[src/rtl/alu_pkg.sv]
// Shared definitions for the slice-serial ALU: op encodings, flag positions,
// slice width and small op-classification helpers.
package alu_pkg;

    localparam int SLICE_W = 4;

    localparam logic [2:0] OP_ADD = 3'd0;
    localparam logic [2:0] OP_ADC = 3'd1;
    localparam logic [2:0] OP_SUB = 3'd2;
    localparam logic [2:0] OP_SBC = 3'd3;
    localparam logic [2:0] OP_AND = 3'd4;
    localparam logic [2:0] OP_XOR = 3'd5;
    localparam logic [2:0] OP_OR  = 3'd6;
    localparam logic [2:0] OP_CP  = 3'd7;

    localparam int FLAG_Z = 3;
    localparam int FLAG_N = 2;
    localparam int FLAG_H = 1;
    localparam int FLAG_C = 0;

    typedef enum logic {
        ST_IDLE = 1'b0,
        ST_RUN  = 1'b1
    } alu_state_e;

    function automatic logic is_sub(input logic [2:0] op);
        return (op == OP_SUB) || (op == OP_SBC) || (op == OP_CP);
    endfunction

    function automatic logic is_arith(input logic [2:0] op);
        return (op == OP_ADD) || (op == OP_ADC) || is_sub(op);
    endfunction

    function automatic logic uses_cin(input logic [2:0] op);
        return (op == OP_ADC) || (op == OP_SBC);
    endfunction

    function automatic logic [3:0] pack_flags(input logic z, input logic n,
                                              input logic h, input logic c);
        logic [3:0] f;
        f         = 4'b0000;
        f[FLAG_Z] = z;
        f[FLAG_N] = n;
        f[FLAG_H] = h;
        f[FLAG_C] = c;
        return f;
    endfunction

endpackage

[src/rtl/alu_if.sv]
// Request/completion bundle between the sequencer (master) and the ALU (slave).
interface alu_if #(
    parameter int WIDTH = 8
);
    logic             start;
    logic [2:0]       op;
    logic [WIDTH-1:0] in_a;
    logic [WIDTH-1:0] in_b;
    logic             in_c;
    logic             busy;
    logic             done;
    logic [WIDTH-1:0] result;
    logic [3:0]       flags;

    modport master (
        output start, op, in_a, in_b, in_c,
        input  busy, done, result, flags
    );

    modport slave (
        input  start, op, in_a, in_b, in_c,
        output busy, done, result, flags
    );
endinterface

[src/rtl/alu_slice.sv]
// Combinational 4-bit ALU slice; cout is carry for add ops and borrow for
// subtract ops, zero for bitwise ops.
module alu_slice
    import alu_pkg::*;
(
    input  logic [SLICE_W-1:0] a,
    input  logic [SLICE_W-1:0] b,
    input  logic               cin,
    input  logic [2:0]         op,
    output logic [SLICE_W-1:0] y,
    output logic               cout
);

    logic [SLICE_W:0] sum;
    logic [SLICE_W:0] diff;

    assign sum  = {1'b0, a} + {1'b0, b} + {{SLICE_W{1'b0}}, cin};
    assign diff = {1'b0, a} - {1'b0, b} - {{SLICE_W{1'b0}}, cin};

    always_comb begin
        y    = '0;
        cout = 1'b0;
        case (op)
            OP_ADD, OP_ADC: begin
                y    = sum[SLICE_W-1:0];
                cout = sum[SLICE_W];
            end
            OP_SUB, OP_SBC, OP_CP: begin
                y    = diff[SLICE_W-1:0];
                cout = diff[SLICE_W];
            end
            OP_AND:  y = a & b;
            OP_XOR:  y = a ^ b;
            OP_OR:   y = a | b;
            default: y = '0;
        endcase
    end

endmodule

[src/rtl/alu_seq.sv]
// Multi-cycle ALU: one shared 4-bit slice walks the operands low slice first,
// chaining carry/borrow, and publishes result/flags only at completion.
module alu_seq
    import alu_pkg::*;
#(
    parameter int WIDTH = 8
) (
    input  logic clk,
    input  logic rst_n,
    alu_if.slave bus
);

    localparam int NSLICE = WIDTH / SLICE_W;
    localparam int IDX_W  = $clog2(NSLICE);

    alu_state_e       state_q, state_d;
    logic [IDX_W-1:0] idx_q, idx_d;
    logic [WIDTH-1:0] a_q, a_d;
    logic [WIDTH-1:0] b_q, b_d;
    logic [2:0]       op_q, op_d;
    logic             carry_q, carry_d;
    logic             half_q, half_d;
    logic [WIDTH-1:0] part_q, part_d;
    logic [WIDTH-1:0] result_q, result_d;
    logic [3:0]       flags_q, flags_d;
    logic             done_q, done_d;

    logic [SLICE_W-1:0] slice_y;
    logic               slice_cout;
    logic [WIDTH-1:0]   final_val;
    logic [WIDTH-1:0]   a_rot;

    alu_slice u_slice (
        .a    (a_q[SLICE_W-1:0]),
        .b    (b_q[SLICE_W-1:0]),
        .cin  (carry_q),
        .op   (op_q),
        .y    (slice_y),
        .cout (slice_cout)
    );

    // Operands rotate rather than shift so that A is whole again on the last
    // slice, which CP needs as its result.
    assign final_val = {slice_y, part_q[WIDTH-1:SLICE_W]};
    assign a_rot     = {a_q[SLICE_W-1:0], a_q[WIDTH-1:SLICE_W]};

    always_comb begin
        state_d  = state_q;
        idx_d    = idx_q;
        a_d      = a_q;
        b_d      = b_q;
        op_d     = op_q;
        carry_d  = carry_q;
        half_d   = half_q;
        part_d   = part_q;
        result_d = result_q;
        flags_d  = flags_q;
        done_d   = 1'b0;

        case (state_q)
            ST_IDLE: begin
                if (bus.start) begin
                    a_d     = bus.in_a;
                    b_d     = bus.in_b;
                    op_d    = bus.op;
                    idx_d   = '0;
                    carry_d = uses_cin(bus.op) ? bus.in_c : 1'b0;
                    state_d = ST_RUN;
                end
            end
            ST_RUN: begin
                a_d     = a_rot;
                b_d     = {b_q[SLICE_W-1:0], b_q[WIDTH-1:SLICE_W]};
                part_d  = final_val;
                carry_d = slice_cout;
                idx_d   = idx_q + IDX_W'(1);
                if (idx_q == IDX_W'(NSLICE - 2)) begin
                    half_d = slice_cout;
                end
                if (idx_q == IDX_W'(NSLICE - 1)) begin
                    idx_d    = '0;
                    state_d  = ST_IDLE;
                    done_d   = 1'b1;
                    result_d = (op_q == OP_CP) ? a_rot : final_val;
                    flags_d  = pack_flags(final_val == '0,
                                          is_sub(op_q),
                                          is_arith(op_q) ? half_q : (op_q == OP_AND),
                                          is_arith(op_q) ? slice_cout : 1'b0);
                end
            end
            default: state_d = ST_IDLE;
        endcase
    end

    always_ff @(posedge clk or negedge rst_n) begin
        if (!rst_n) begin
            state_q  <= ST_IDLE;
            idx_q    <= '0;
            a_q      <= '0;
            b_q      <= '0;
            op_q     <= OP_ADD;
            carry_q  <= 1'b0;
            half_q   <= 1'b0;
            part_q   <= '0;
            result_q <= '0;
            flags_q  <= 4'b0000;
            done_q   <= 1'b0;
        end else begin
            state_q  <= state_d;
            idx_q    <= idx_d;
            a_q      <= a_d;
            b_q      <= b_d;
            op_q     <= op_d;
            carry_q  <= carry_d;
            half_q   <= half_d;
            part_q   <= part_d;
            result_q <= result_d;
            flags_q  <= flags_d;
            done_q   <= done_d;
        end
    end

    assign bus.busy   = (state_q == ST_RUN);
    assign bus.done   = done_q;
    assign bus.result = result_q;
    assign bus.flags  = flags_q;

endmodule

[src/flat_wrapper.sv]
// flat-port wrapper written by rule: the top's interface ports become plain ports
module alu_seq_flat import alu_pkg::*;
#(
    parameter int WIDTH = 8
)
  (clk, rst_n, bus_start, bus_op, bus_in_a, bus_in_b, bus_in_c, bus_busy, bus_done, bus_result, bus_flags);
  alu_if #(.WIDTH(WIDTH)) bus_i ();
  input  logic clk;
  input  logic rst_n;
  input wire logic [$bits(bus_i.start)-1:0] bus_start;
  input wire logic [$bits(bus_i.op)-1:0] bus_op;
  input wire logic [$bits(bus_i.in_a)-1:0] bus_in_a;
  input wire logic [$bits(bus_i.in_b)-1:0] bus_in_b;
  input wire logic [$bits(bus_i.in_c)-1:0] bus_in_c;
  output wire logic [$bits(bus_i.busy)-1:0] bus_busy;
  output wire logic [$bits(bus_i.done)-1:0] bus_done;
  output wire logic [$bits(bus_i.result)-1:0] bus_result;
  output wire logic [$bits(bus_i.flags)-1:0] bus_flags;
  assign bus_i.start = bus_start;
  assign bus_i.op = bus_op;
  assign bus_i.in_a = bus_in_a;
  assign bus_i.in_b = bus_in_b;
  assign bus_i.in_c = bus_in_c;
  assign bus_busy = bus_i.busy;
  assign bus_done = bus_i.done;
  assign bus_result = bus_i.result;
  assign bus_flags = bus_i.flags;
  alu_seq #(.WIDTH(WIDTH)) u_core (.clk(clk), .rst_n(rst_n), .bus(bus_i));
endmodule
[config.mk]
export PLATFORM = sky130hd
export DESIGN_NAME = alu_seq_flat
export DESIGN_NICKNAME = d
export VERILOG_FILES = /design/src/rtl/alu_pkg.sv /design/src/rtl/alu_if.sv /design/src/rtl/alu_slice.sv /design/src/rtl/alu_seq.sv /design/src/flat_wrapper.sv
export SDC_FILE = /design/constraint.sdc
export NUM_CORES = 1
export LEC_CHECK = 0
export ABC_AREA = 0
export CAP_MARGIN = 30
export CELL_PAD_IN_SITES_DETAIL_PLACEMENT = 0
export CELL_PAD_IN_SITES_GLOBAL_PLACEMENT = 1
export CORE_ASPECT_RATIO = 1.25
export CORE_MARGIN = 2
export CORE_UTILIZATION = 42
export CTS_CLUSTER_SIZE = 24
export DETAILED_ROUTE_END_ITERATION = 7
export PLACE_DENSITY = 0.92
export SLEW_MARGIN = 10
export SYNTH_ARGS = -nofsm -noshare
export SYNTH_HDL_FRONTEND = slang
export SYNTH_SLANG_ARGS = --single-unit
[constraint.sdc]
create_clock -name clk -period 2.95 [get_ports clk]
set_clock_uncertainty 0.2 [all_clocks]
set_input_delay 0.4425 -clock clk [delete_from_list [all_inputs] [get_ports clk]]
set_output_delay 0.4425 -clock clk [all_outputs]
set_load 0.01 [all_outputs]
==> out/metrics.cfg, run 1 <==
[cts]
cts-root-buf = clkbuf_8
cts-buffers-inserted = 5
cts_tree = yes
clk_latency_ns = 0.30
tritoncts_num_sinks = 40
clockBufferDepth = 2
h-tree-depth = 2
clkTransAtPathRegs_ns = 0.09
cts_setup_buffers = 0

[sta]
min_period_ns = 2.81
final-hold-violation-count = 0
max_freq_mhz = 355
final.setup.worst_slack_ns = 0.136
slew_headroom_pct = 52.1
setup_viol = 0
setup_tns_ns = 0
slew_violations = 0
worstMarginPinSlew_ns = 0.718
rsz0062_at_grt = no
timing.final.crit_share_pct = 95.4

[worst_hold_path]
timing.hold.worst.class = in2async

[power]
p_sw_share_pct = 42.5
p_seq_share_pct = 31.2
internal_power_w = 0.00204
clock_power_share_pct = 13.1
power.density_nw_per_um2 = 1200
ir_drop_mv = 0.540
p_switching_w = 0.00151
p_leak_nw = 1.31
p_comb_share_pct = 55.7

[critical_path]
critPathTopFamily = adder cells
crit_top_cell = inv_1
cp_slowest_stage_delay_ns = 0.54
r2r_cells = 9
worst-path-max-fanout = 5
crit_required_ns = 2.95
reg2reg_setup_slack_ns = 0.14
crit_cells = 9
slowest_stage = fa_1
start_kind = flip-flop
reg2reg_from = u_core.b_q[0]
worst-setup-path-type = reg2reg
crit_path_end_kind = flip-flop
crit_path_end = u_core.part_q[7]
crit_path_start = u_core.b_q[0]
path_cells = inv_1 > fa_1 > inv_1 > ha_1 > o21a_1 > or4_1 > a41oi_2 > nor3_2 > mux2_2
worst-path-buf-inv = 2
crit_arrival_ns = 2.81
r2r-end = u_core.part_q[7]

[global_route]
gr-usage-all-layers_pct = 17.7
grt_max_degree = 43
antenna_found_initial = 0
grt_pass1_vias = 1783
grt_overflow_total = 0
grt_pass1_wl_um = 8680

[layout]
layout_commonest_cell = dfrtp_1
n_antenna_cell = 0
drive_gt1_share_pct = 9.75
nets = 317
mostFrequentLayoutCells = dfrtp_1 (40), clkdlybuf4s50_1 (35), nand2_1 (31)
utilization_pct = 53.8
syn2layout_area_growth_pct = 22.8
instances_no_fill = 341

[die]
num_rows = 30
core_area_um2 = 5480
dieWidth_um = 71.6
boundaryPins = 37
dieHeight_um = 88.5
start_util_pct = 43.8
dieArea_um2 = 6340

[yosys]
ys_seq_area_share_pct = 41.7
ys_types = 46
yosys_warnings = 0
synth_edf_count = 0
synth_top_area_cell = dfrtp_1
avgSynthCellArea_um2 = 9.99
ys_async_sr_fraction_pct = 100
ys.flop_type = dfrtp_1
synth_seq_cells = 40
syn_area_um2 = 2400
syn_nets = 281
syn_inst = 240
synth_top_area_share_pct = 41.7
synthTopCellsByArea = dfrtp_1 (42%), mux2i_1 (8.8%), ha_1 (7.3%)

[routing]
routed_via_density = 5.30
vias = 1807
postRouteAntennaNets = 0
wl_um = 5130
first_pass_iters = 4
routedWlPerCell_um = 15.1
drcViolationCount = 0
drtIter0Drc = 69

[place]
gp_congestion = 0.823
dp.cells = 331
hpwlAfterDp_um = 3820
portBuffers = 36
dp_slack_ns = 0.142

[run]
maxCapViolCount = 0

[run_status]
status = finished clean

final cells by class:
cell class	instances	area (µm²)
Clock buffer	5	68.8
Clock inverter	3	46.3
Fill cell	487	2530
Inverter	16	60.1
Multi-Input combinational cell	171	1270
Sequential cell	40	1000
Tap cell	64	80.1
Timing Repair Buffer	42	415
cell families after synthesis:
logic type | synth area share, %
and+or+nand+nor | 13.8
adders and majority gates | 10.6
AOI/OAI and AO/OA | 15.8
buffers and inverters | 5.37
muxes | 11.6
xor gates and xnor gates | 1.10
DFF | 41.7
how the worst min path moves through the flow:
stage	end	slack, ns	from	depth (start not counted)
after floorplan	u_core.a_q[0]	-0.05	rst_n	0
after global placement	u_core.b_q[1]	0.26	u_core.b_q[5]	2
after detailed placement	u_core.half_q	0.27	u_core.half_q	2
after CTS	u_core.bus.done	0.09	rst_n	1
after global routing	u_core.bus.flags[0]	0.28	rst_n	2
final	u_core.bus.flags[0]	0.27	rst_n	2
sequential cells by signal, summed over array words and instances, names as in the netlist:
name,count
u_core.a_q,8
u_core.b_q,8
u_core.bus.result,8
u_core.bus.flags,4
u_core.part_q,4
u_core.op_q,3
u_core.bus.busy,1
u_core.bus.done,1
u_core.carry_q,1
u_core.half_q,1
u_core.idx_q,1
worst reg2reg max path, cell delays in order (launching register included):
cell and delay [ns]:
dfrtp_1 0.43, inv_1 0.11, fa_1 0.54, inv_1 0.06, ha_1 0.17, o21a_1 0.17
or4_1 0.41, a41oi_2 0.25, nor3_2 0.09, mux2_2 0.28
cells in the mapped netlist, drive strengths merged (3+ instances only):
cell type and instances:
inv 16, fa 4, nand2 31, nor2 8, dfrtp 40, buf 7, o21ai 29, nand2b 6
ha 14, nor4 3, mux2 6, clkbuf 6, o21a 4, mux2i 21, a21oi 9, xnor2 3
stage by stage:
step	area, µm²	hold slack (ns)	power (W)
global route	2950	0.277	0.00388
CTS	2910	0.0852	0.00356
floorplan	2400	-0.0531	0.00248
detailed placement	2800	0.270	0.00308
global placement	2800	0.264	0.00305
finish	2950	0.270	0.00354
per-layer routing:
metal | up-vias | share of wire (%) | global-route usage (%) | routed length, µm
met2 | 28 | 52 | 29.9 | 2650
li1 | 906 | - | - | -
met1 | 862 | 43 | 22.7 | 2220
met4 | 0 | 2.5 | 6.69 | 129
met3 | 11 | 2.6 | 3.19 | 133
met5 | - | 0 | 0 | 0
power groups by stage:
| stage | logic, W | clock network (W) | registers, W |
|---|---|---|---|
| after floorplan | 0.00145 | 0 | 0.00104 |
| after global placement | 0.00194 | 0 | 0.00111 |
| after detailed placement | 0.00196 | 0 | 0.00111 |
| after CTS | 0.00198 | 0.000472 | 0.00110 |
| after global routing | 0.00223 | 0.000492 | 0.00115 |
| final | 0.00197 | 0.000463 | 0.00111 |
what timing repair did:
action | CTS | global route
hold endpoints to repair | 0 | 40
endpoints found under the setup margin | 0 | 1
hold buffers | 0 | 1
resized for setup | 0 | 1
(Power assumes the default switching activity.)
==> run 2, diff against run 1 <==
SLEW_MARGIN = 40   (was 10)
==> run 2 against run 1 <==
Effect of this change: critical endpoint unchanged; design area is 0.59% lower; combinational power hardly changed; maximum frequency is 0.24% lower; first-iteration DRC count is 20% higher.
==> out/metrics.cfg, run 2 (synthesis results as in run 1) <==
[critical_path]
critPathTopFamily = adder cells
crit_arrival_ns = 2.82
crit_top_cell = inv_1
r2r-end = u_core.part_q[7]
cp_slowest_stage_delay_ns = 0.54
reg2reg_from = u_core.b_q[0]
crit_path_end_kind = flip-flop
crit_cells = 9
r2r_cells = 9
worst-path-max-fanout = 5
start_kind = flip-flop
worst-path-buf-inv = 2
crit_required_ns = 2.95
worst-setup-path-type = reg2reg
path_cells = inv_1 > fa_1 > inv_1 > ha_1 > o21a_1 > or4_1 > a41oi_2 > nor3_2 > mux2_2
reg2reg_setup_slack_ns = 0.13
slowest_stage = fa_1

[die]
dieHeight_um = 88.5
boundaryPins = 37
core_area_um2 = 5480
start_util_pct = 43.8
dieWidth_um = 71.6
num_rows = 30
dieArea_um2 = 6340

[global_route]
top_usage_layer = met2
grt_max_degree = 43
grt_pass1_vias = 1793
gr-usage-all-layers_pct = 17.8
use_met1_pct = 22.7
grt_overflow_total = 0
antenna_found_initial = 0
use_met3_pct = 3.19
use_met2_pct = 30.2
grt_pass1_wl_um = 8740

[layout]
syn2layout_area_growth_pct = 22.1
nets = 316
mostFrequentLayoutCells = dfrtp_1 (40), clkdlybuf4s50_1 (35), nand2_1 (31)
layout_commonest_cell = dfrtp_1
drive_gt1_share_pct = 9.42
instances_no_fill = 340
n_antenna_cell = 0

[cts]
clk_latency_ns = 0.30
clkTransAtPathRegs_ns = 0.09
h-tree-depth = 2
cts_setup_buffers = 0
clockBufferDepth = 2
cts-buffers-inserted = 5
cts-root-buf = clkbuf_8
tritoncts_num_sinks = 40
cts_tree = yes

[sta]
slew_headroom_pct = 52.4
final.setup.worst_slack_ns = 0.130
hold_slack_ns = 0.287
rsz0062_at_grt = no
timing.final.crit_share_pct = 95.6
max_freq_mhz = 355
final-hold-violation-count = 0
setup_viol = 0
setup_tns_ns = 0
worstMarginPinSlew_ns = 0.714
slew_violations = 0
min_period_ns = 2.82

[worst_hold_path]
worst_hold_path.num_cells = 2
hold_path_startpoint = u_core.half_q
timing.hold.worst.class = reg2reg
hold_path_end = u_core.half_q

[routing]
wl_um = 5110
first_pass_iters = 4
vias = 1796
drcViolationCount = 0
postRouteAntennaNets = 0
routedWlPerCell_um = 15.0
drtIter0Drc = 83
routed_via_density = 5.28

[place]
gp_congestion = 0.823
dp_slack_ns = 0.142
dp.cells = 331
hpwlAfterDp_um = 3820
portBuffers = 36

[run_status]
status = finished clean

[power]
p_leak_nw = 1.31
power.density_nw_per_um2 = 1210
ir_drop_mv = 0.540

[run]
maxCapViolCount = 0

==> run 2: worst register-to-register path, stage by stage, from the launching register on <==
cell     delay (ns)
dfrtp_1        0.43
inv_1          0.11
fa_1           0.54
inv_1          0.06
ha_1           0.17
o21a_1         0.17
or4_1          0.41
a41oi_2        0.26
nor3_2         0.09
mux2_2         0.28
==> run 2: power breakdown <==
group,internal (W),leakage (nW),switching (W)
clock,0.000255,0.0548,0.000207
combinational,0.000962,0.760,0.00101
sequential,0.000816,0.491,0.000289
total,0.00203,1.31,0.00151
==> run 2: per-stage QoR <==
| step | power (W) | utilization (%) | area, µm² |
|---|---|---|---|
| after global routing | 0.00388 | 53.4 | 2930 |
| final | 0.00354 | 53.4 | 2930 |
| after floorplan | 0.00248 | - | 2400 |
| after detailed placement | 0.00308 | 51.1 | 2800 |
| after CTS | 0.00356 | 53.3 | 2920 |
| after global placement | 0.00305 | 51.0 | 2800 |
==> run 2: cell type report <==
cell class / instances / area, µm²
fill: 486 / 2550
inverter: 16 / 60.1
timing repair buffer: 41 / 398
sequential: 40 / 1000
clock inverter: 3 / 46.3
multi-input combinational: 171 / 1270
clock buffer: 5 / 68.8
tap: 64 / 80.1
==> run 2: layer usage <==
layer | vias up | routed length (µm)
met5 | - | 0
met4 | 0 | 129
met3 | 11 | 134
met2 | 28 | 2600
met1 | 853 | 2240
li1 | 904 | -
==> run 2: repair_timing <==
| item | CTS | global route |
|---|---|---|
| endpoints found under the setup margin | 0 | 1 |
| resized for setup | 0 | 1 |
| endpoints found under the hold margin | 40 | 0 |
| hold buffers | 1 | 0 |
==> run 2: worst max-delay path by stage <==
stage                             start                to  slack, ns
final                     u_core.b_q[0]  u_core.part_q[7]       0.13
after global routing      u_core.b_q[0]  u_core.part_q[7]      0.009
after CTS                 u_core.b_q[0]  u_core.part_q[7]       0.15
after detailed placement  u_core.b_q[0]  u_core.part_q[7]       0.14
after global placement    u_core.b_q[0]  u_core.part_q[7]       0.20
after floorplan           u_core.b_q[0]  u_core.part_q[7]       0.28
==> run 3, diff against run 2 <==
ABC_CLOCK_PERIOD_IN_PS = 2950   (was not set)
CTS_CLUSTER_SIZE = 10   (was 24)
==> results of run 3 <==
Final layout, timing and power as in run 2 (identical DEF).
